## src/rtl/alu_issue_stage.sv

```systemverilog
// ALU issue stage: decodes ALUOp/funct3/funct7 into the ALU operation code and registers it
// with its operands behind a valid/ready handshake. Define ALU_ISSUE_SKID_EN for a 2-entry skid buffer.
module alu_issue_stage #(
  parameter int DATA_WIDTH    = 32,
  parameter int OPCODE_LENGTH = 4
) (
  input  logic                     clk,
  input  logic                     reset,
  input  logic                     in_valid,
  output logic                     in_ready,
  input  logic [1:0]               ALUOp,
  input  logic [2:0]               funct3,
  input  logic [6:0]               funct7,
  input  logic [DATA_WIDTH-1:0]    src_a,
  input  logic [DATA_WIDTH-1:0]    src_b,
  output logic                     out_valid,
  input  logic                     out_ready,
  output logic [OPCODE_LENGTH-1:0] Operation,
  output logic [DATA_WIDTH-1:0]    SrcA,
  output logic [DATA_WIDTH-1:0]    SrcB,
  output logic                     illegal
);

  localparam logic [OPCODE_LENGTH-1:0] OP_AND   = OPCODE_LENGTH'(4'b0000);
  localparam logic [OPCODE_LENGTH-1:0] OP_OR    = OPCODE_LENGTH'(4'b0001);
  localparam logic [OPCODE_LENGTH-1:0] OP_ADD   = OPCODE_LENGTH'(4'b0010);
  localparam logic [OPCODE_LENGTH-1:0] OP_XOR   = OPCODE_LENGTH'(4'b0011);
  localparam logic [OPCODE_LENGTH-1:0] OP_SUB   = OPCODE_LENGTH'(4'b0110);
  localparam logic [OPCODE_LENGTH-1:0] OP_EQUAL = OPCODE_LENGTH'(4'b1000);
  localparam logic [OPCODE_LENGTH-1:0] OP_ILL   = OPCODE_LENGTH'(4'b1111);

  logic [OPCODE_LENGTH-1:0] dec_op;
  logic                     dec_ill;
  logic                     accept;

  always_comb begin
    dec_op  = OP_ILL;
    dec_ill = 1'b1;
    case (ALUOp)
      2'b00: begin
        dec_op  = OP_ADD;
        dec_ill = 1'b0;
      end
      2'b01: begin
        if (funct3 == 3'b000 || funct3 == 3'b001) begin
          dec_op  = OP_EQUAL;
          dec_ill = 1'b0;
        end
      end
      2'b10: begin
        // Only funct3 000 may use funct7 0100000 (SUB); everything else needs funct7 = 0.
        case (funct3)
          3'b000: begin
            if (funct7 == 7'b0000000) begin
              dec_op  = OP_ADD;
              dec_ill = 1'b0;
            end else if (funct7 == 7'b0100000) begin
              dec_op  = OP_SUB;
              dec_ill = 1'b0;
            end
          end
          3'b111: if (funct7 == 7'b0000000) begin dec_op = OP_AND; dec_ill = 1'b0; end
          3'b110: if (funct7 == 7'b0000000) begin dec_op = OP_OR;  dec_ill = 1'b0; end
          3'b100: if (funct7 == 7'b0000000) begin dec_op = OP_XOR; dec_ill = 1'b0; end
          default: ;
        endcase
      end
      default: begin
        case (funct3)
          3'b000: begin dec_op = OP_ADD; dec_ill = 1'b0; end
          3'b111: begin dec_op = OP_AND; dec_ill = 1'b0; end
          3'b110: begin dec_op = OP_OR;  dec_ill = 1'b0; end
          3'b100: begin dec_op = OP_XOR; dec_ill = 1'b0; end
          default: ;
        endcase
      end
    endcase
  end

  assign accept = in_valid & in_ready;

`ifdef ALU_ISSUE_SKID_EN
  logic                     skid_valid;
  logic [OPCODE_LENGTH-1:0] skid_op;
  logic [DATA_WIDTH-1:0]    skid_a;
  logic [DATA_WIDTH-1:0]    skid_b;
  logic                     skid_ill;

  assign in_ready = !reset && !skid_valid;

  // Output register refills from skid first so ordering stays FIFO; a stalled accept parks in skid.
  always_ff @(posedge clk or posedge reset) begin
    if (reset) begin
      out_valid  <= 1'b0;
      Operation  <= '0;
      SrcA       <= '0;
      SrcB       <= '0;
      illegal    <= 1'b0;
      skid_valid <= 1'b0;
      skid_op    <= '0;
      skid_a     <= '0;
      skid_b     <= '0;
      skid_ill   <= 1'b0;
    end else if (!out_valid || out_ready) begin
      if (skid_valid) begin
        out_valid  <= 1'b1;
        Operation  <= skid_op;
        SrcA       <= skid_a;
        SrcB       <= skid_b;
        illegal    <= skid_ill;
        skid_valid <= 1'b0;
      end else if (accept) begin
        out_valid <= 1'b1;
        Operation <= dec_op;
        SrcA      <= src_a;
        SrcB      <= src_b;
        illegal   <= dec_ill;
      end else begin
        out_valid <= 1'b0;
      end
    end else if (accept) begin
      skid_valid <= 1'b1;
      skid_op    <= dec_op;
      skid_a     <= src_a;
      skid_b     <= src_b;
      skid_ill   <= dec_ill;
    end
  end
`else
  assign in_ready = !reset && (!out_valid || out_ready);

  // Single register: loads whenever it is empty or being drained this cycle.
  always_ff @(posedge clk or posedge reset) begin
    if (reset) begin
      out_valid <= 1'b0;
      Operation <= '0;
      SrcA      <= '0;
      SrcB      <= '0;
      illegal   <= 1'b0;
    end else if (!out_valid || out_ready) begin
      out_valid <= accept;
      if (accept) begin
        Operation <= dec_op;
        SrcA      <= src_a;
        SrcB      <= src_b;
        illegal   <= dec_ill;
      end
    end
  end
`endif

endmodule

```

## config.mk

```make
export PLATFORM = sky130hd
export DESIGN_NAME = alu_issue_stage
export DESIGN_NICKNAME = d
export VERILOG_FILES = /design/src/rtl/alu_issue_stage.sv
export SDC_FILE = /design/constraint.sdc
export NUM_CORES = 1
export LEC_CHECK = 0
export ABC_CLOCK_PERIOD_IN_PS = 2200
export CAP_MARGIN = 15
export CORE_ASPECT_RATIO = 0.75
export CORE_MARGIN = 10
export CORE_UTILIZATION = 35
export CTS_CLUSTER_DIAMETER = 60
export DETAILED_ROUTE_END_ITERATION = 16
export GPL_TIMING_DRIVEN = 0
export PLACE_DENSITY = 0.85
export SYNTH_ARGS = -nofsm -noshare
export SYNTH_HDL_FRONTEND = slang
export SYNTH_SLANG_ARGS = --single-unit
```

## constraint.sdc

```tcl
create_clock -name clk -period 2.2 [get_ports clk]
set_input_delay 0.33 -clock clk [delete_from_list [all_inputs] [get_ports clk]]
set_output_delay 0.33 -clock clk [all_outputs]
set_load 0.02 [all_outputs]
```

Word level (Yosys, flattened, before mapping)

Index checks and enable logic that the tools add are counted.

Register bits after elaboration: 70
Bits in latches: 0
Memory bits (writable): 0
Bits in read-only memories: 0
Input port bits: 80
Output and inout bits: 71
Logic and storage cells: 40
Memories kept: 0

$add $sub $neg: 0
Multiply operators: 0
Div/mod/pow operators: 0
$lt $le $gt $ge: 0
Equality and inequality tests: 7
Shift-type cells: 0
Mux-type cells: 16
Bitwise logic cells: 1
Reductions and logical operators: 11

Operator list:

| kind                                           | number |
|---|---|
| one-hot mux 4 bit (4 select lines)             | 2 |
| 2-to-1 mux 4 bit                               | 5 |
| one-hot mux 4 bit (3 select lines)             | 1 |
| == test 3 bit (second input constant)          | 3 |
| == test 7 x 6 -> 1 bit (second input constant) | 1 |
| zero test 7 bit                                | 1 |
| 2-to-1 mux 1 bit                               | 5 |
| OR reduction 4 bit                             | 1 |
| == test 3 x 1 -> 1 bit (second input constant) | 1 |
| zero test 3 bit                                | 1 |
| 2-to-1 mux 3 bit                               | 1 |
| one-hot mux 1 bit (3 select lines)             | 1 |
| OR reduction 3 bit                             | 1 |
| == test 2 x 1 -> 1 bit (second input constant) | 1 |
| == test 2 bit (second input constant)          | 1 |
| zero test 1 bit                                | 2 |
| zero test 2 bit                                | 1 |
| logical OR 1 bit                               | 2 |
| one-hot mux 1 bit (2 select lines)             | 1 |
| AND reduction 2 bit                            | 1 |
| AND 1 bit                                      | 1 |
| logical AND 1 bit                              | 1 |

Depth between registers and ports, before layout

Word-level depth: 5
Depth in mapped cells: 6
Gate-level depth less buffers: 4

Worst setup path after synthesis

Ideal clock, no wire load.

Path kind: flip-flop to flip-flop
Start point: register out_valid
End point: register SrcA[0]
Library setup time: 0.127 ns
Arrival time: 1.407 ns
Data required time: 2.073 ns
Slack: 0.666 ns
Stages on the path, launching flop included: 6
Path buffers: 2
Period minus slack after synthesis: 1.534 ns
Cells stage by stage: dfrtp_1 > nor2b_4 > nor3b_2 > buf_4 > buf_6 > mux2_1

Longest elaborated chain between the ends: 5

Ends and longest elaborated chain:

| element                                | line     | text |
|---|---|---|
| start, declared                        | 16       | `output logic out_valid,` |
| start signal, assigned                 | 141      | `out_valid <= accept;` |
| zero test 1 bit *                      | 130, 140 |  |
| logical OR 1 bit *                     | 130, 140 |  |
| logical AND 1 bit                      | 130      | `assign in_ready = !reset && (!out_valid \|\| out_ready);` |
| AND 1 bit                              | 80       | `assign accept = in_valid & in_ready;` |
| AND reduction 2 bit (no source line) * | --       |  |
| end signal, assigned                   | 144      | `SrcA <= src_a;` |
| end, declared                          | 19       | `output logic [DATA_WIDTH-1:0] SrcA,` |

Mark *: on every way between the ends. The rest lies on a longest branch, timed or not.
A chain may end at the register's enable or synchronous reset.

Worst setup path after layout

Start point: input out_ready
End point: output in_ready

Longest elaborated chain between the ends: 2

Ends and longest elaborated chain:

| element           | line | text |
|---|---|---|
| start, declared   | 17   | `input logic out_ready,` |
| logical OR 1 bit  | 130  |  |
| logical AND 1 bit | 130  |  |
| end, declared     | 10   | `output logic in_ready,` |

Every way passes these cells.

==> impl_results.md <==
- Latest clock arrival within the worst-skew pair: 0.34 ns
- Hold Buf Count CTS: 0
- CTS max path bufs: 2
- Vias in the first global route: 2350
- Status: completed
- Fmax: 0.524 GHz
- Largest net degree at the start of global routing: 71
- Share of cells above drive strength 1: 11.7%
- Mapped Nets: 265
- Core Region: 7850 um^2
- Largest family of logic cells by synthesized area: multiplexers
- Gate power share: 31.9%
- Worst vdd ir: 0.000518 V
- YS warnings: 0
- Drt total wl: 8.05 mm
- Clock-pin slew on the worst setup and hold paths: 0.07 ns
- Final setup fails: 0
- I/O pin total: 151
- CP Capture Type: output port
- Global-route wire length before repair: 12.4 mm
- Post-Layout Cell Count: 455
- FILL cells: 640
- Worst Hold Class: reg2reg
- Psw: 1200 uW
- Final Util: 58.9%
- Synth Instances: 185
- Worst path arrival time: 1.58 ns
- Sequential share of power: 41.3%
- Synthesized flop and latch total: 70
- Detailed placement HPWL: 6.38 mm
- Compound-cell area share of the yosys netlist: 2.87%
- Num rows: 28
- Leak Pwr: 0.00189 uW
- Post-cts resize count: 0
- Period utilisation layout: 86.8%
- Reg2Reg Setup Slack: 0.62 ns
- Setup_tns: 0 ns
- Initial Util: 35.6%
- MaxCap Viol Count: 0
- Final Max Slew Viols: 0
- Reg area: 1750 um^2
- Power Density: 857 nW/um^2
- Crit Path Max Fanout: 3
- Crit path kind: in2out
- Final ANT Viol Nets: 0
- Area occupied by multi-input gates: 955 um^2
- CP startpoint kind: input port
- Wire per inst: 17.7 um
- Synth Area in XOR/XNOR: 0%
- Port Buf Inserts: 149
- DR pass1 iterations: 4
- Synthesized area per cell: 15.1 um^2
- Critical path required time: 1.87 ns
- Via count: 2092
- Post-CTS Setup Inserts: 0
- Nets: 425
- Sw frac: 30.3%
- Clock network fraction of total power: 26.8%
- Die ar.: 12000 um^2
- # placed instances: 439
- Sequential area share after synthesis: 62.7%
- Max-slew headroom: 43.7%
- Initial antenna violation count: 0
- Final Cell Area: 4620 um^2
- Drc violations: 0
- Area growth, synth to finish: 65.5%
- Synthesized area: 2790 um^2
- 1st-iter DRT viols: 41
- CTS tree: done
- Cell Int Power: 2760 uW
- Root Driver: clkbuf_8
- Slew @ Worst Pin: 0.845 ns
- Adder-Cell Fraction of Synth Area: 0%
- RSZ-0062 raised after global routing: no
- Antenna cell count: 0
- CTS HTree Levels: 3
- Mux share of post-synthesis cell area: 25.8%
- Hold Slack: 0.486 ns
- CTS Buf Count: 9
- Vias/cell: 4.60
- Final min period: 1.91 ns
- Cell variety after synth: 27
- Final hold vios: 0
- Die Ht: 97.4 um
- Placer Congestion: 0.846
- Skew final: 0.0145 ns
- Die Wd: 123 um
- GRT overflow: 0
- Post-DP Area: 4420 um^2
- Clock Sinks: 70
- Post-Synth Simple-Gate Area: 5.51%
- All-Layer GR Usage: 13.1%
-- registers in the layout, indices dropped and copies added (netlist names) --
register and flops:
Operation 4, SrcA 32, SrcB 32, illegal 1, out_valid 1
-- Yosys cell counts (all sizes together) --
master	instances	share of area, %
o21ai	2	0.36
buf	8	2.9
nor2	7	0.94
nor3	2	0.36
a31oi	2	0.45
nand4b	1	0.31
nor2b	3	0.94
nand2b	2	0.45
nand4	1	0.22
nand3	4	0.72
clkbuf	1	0.13
a21oi	5	0.90
nand2	5	0.67
o31a	1	0.31
nor4	1	0.22
o31ai	1	0.27
inv	1	0.13
nor3b	1	0.45
mux2	64	26
dfrtp	70	63
a211o	1	0.31
or2	1	0.22
a21boi	1	0.27
-- cell usage in the layout (no fill, tap or decap), types with 2 or more instances in the layout --
master,instances
buf_6,6
a21oi_1,5
clkinvlp_4,2
nor3_1,2
nor2b_1,2
nand3_1,4
a31oi_1,2
clkdlybuf4s50_1,149
o21ai_0,2
nor2_1,7
dfrtp_1,70
mux2_2,13
mux2_1,51
inv_6,2
clkbuf_8,10
nand2_1,5
nand2b_1,2
-- final cells by class --
cell class	instances	area share (%)
multi-input combinational	105	20.6
sequential	70	37.9
clock inverter	6	1.46
clock buffer	10	2.98
timing repair buffer	149	32.3
buffer	9	1.81
inverter	1	0.135
tap	105	2.84
-- worst max-delay path: stages --
cell and delay (ns):
clkdlybuf4s50_1 0.50, nor2b_4 0.05, nor2_1 0.08, clkdlybuf4s50_1 0.62
-- per-layer routing --
layer	GRT usage (%)	share of wire, %	vias to the layer above
met1	13.5	40	1015
met4	4.02	0.87	0
met3	6.39	11	7
met2	22.8	49	92
met5	0	0	-
li1	-	-	978
-- power by group through the flow --
stage                     clock [uW]  sequential [uW]  combinational, uW
after floorplan                    0             1950                260
after global placement             0             1640               1260
after detailed placement           0             1660               1290
after CTS                       1090             1640               1290
after global routing            1160             1660               1340
final                           1060             1640               1260
-- kinds of logic after synthesis --
family,after synthesis
flip-flops,70
buffers and inverters,10
AND/OR/NAND/NOR,28
multiplexers,64
AO/OA/AOI/OAI,13
-- metrics by stage --
stage          power, uW  setup WS (ns)
6_report            3960          0.290
5_1_grt             4160          0.243
4_1_cts             4020          0.285
3_5_place_dp        2950          0.218
3_3_place_gp        2900          -1.13
2_1_floorplan       2210          0.102
-- path summary, 6_finish.rpt --
| path | depth (start not counted) | end | from |
|---|---|---|---|
| worst max-delay path | 4 | in_ready | out_ready |
| worst min-delay path | 1 | SrcB[20] | SrcB[20] |
| worst max register to register | 5 | SrcB[13] | out_valid |
| worst min register to register | 1 | SrcB[20] | SrcB[20] |
| max in group asynchronous | 2 | SrcB[10] | reset |
| min in group asynchronous | 2 | SrcA[24] | reset |
Note: power is estimated with default switching activity, not from simulation.
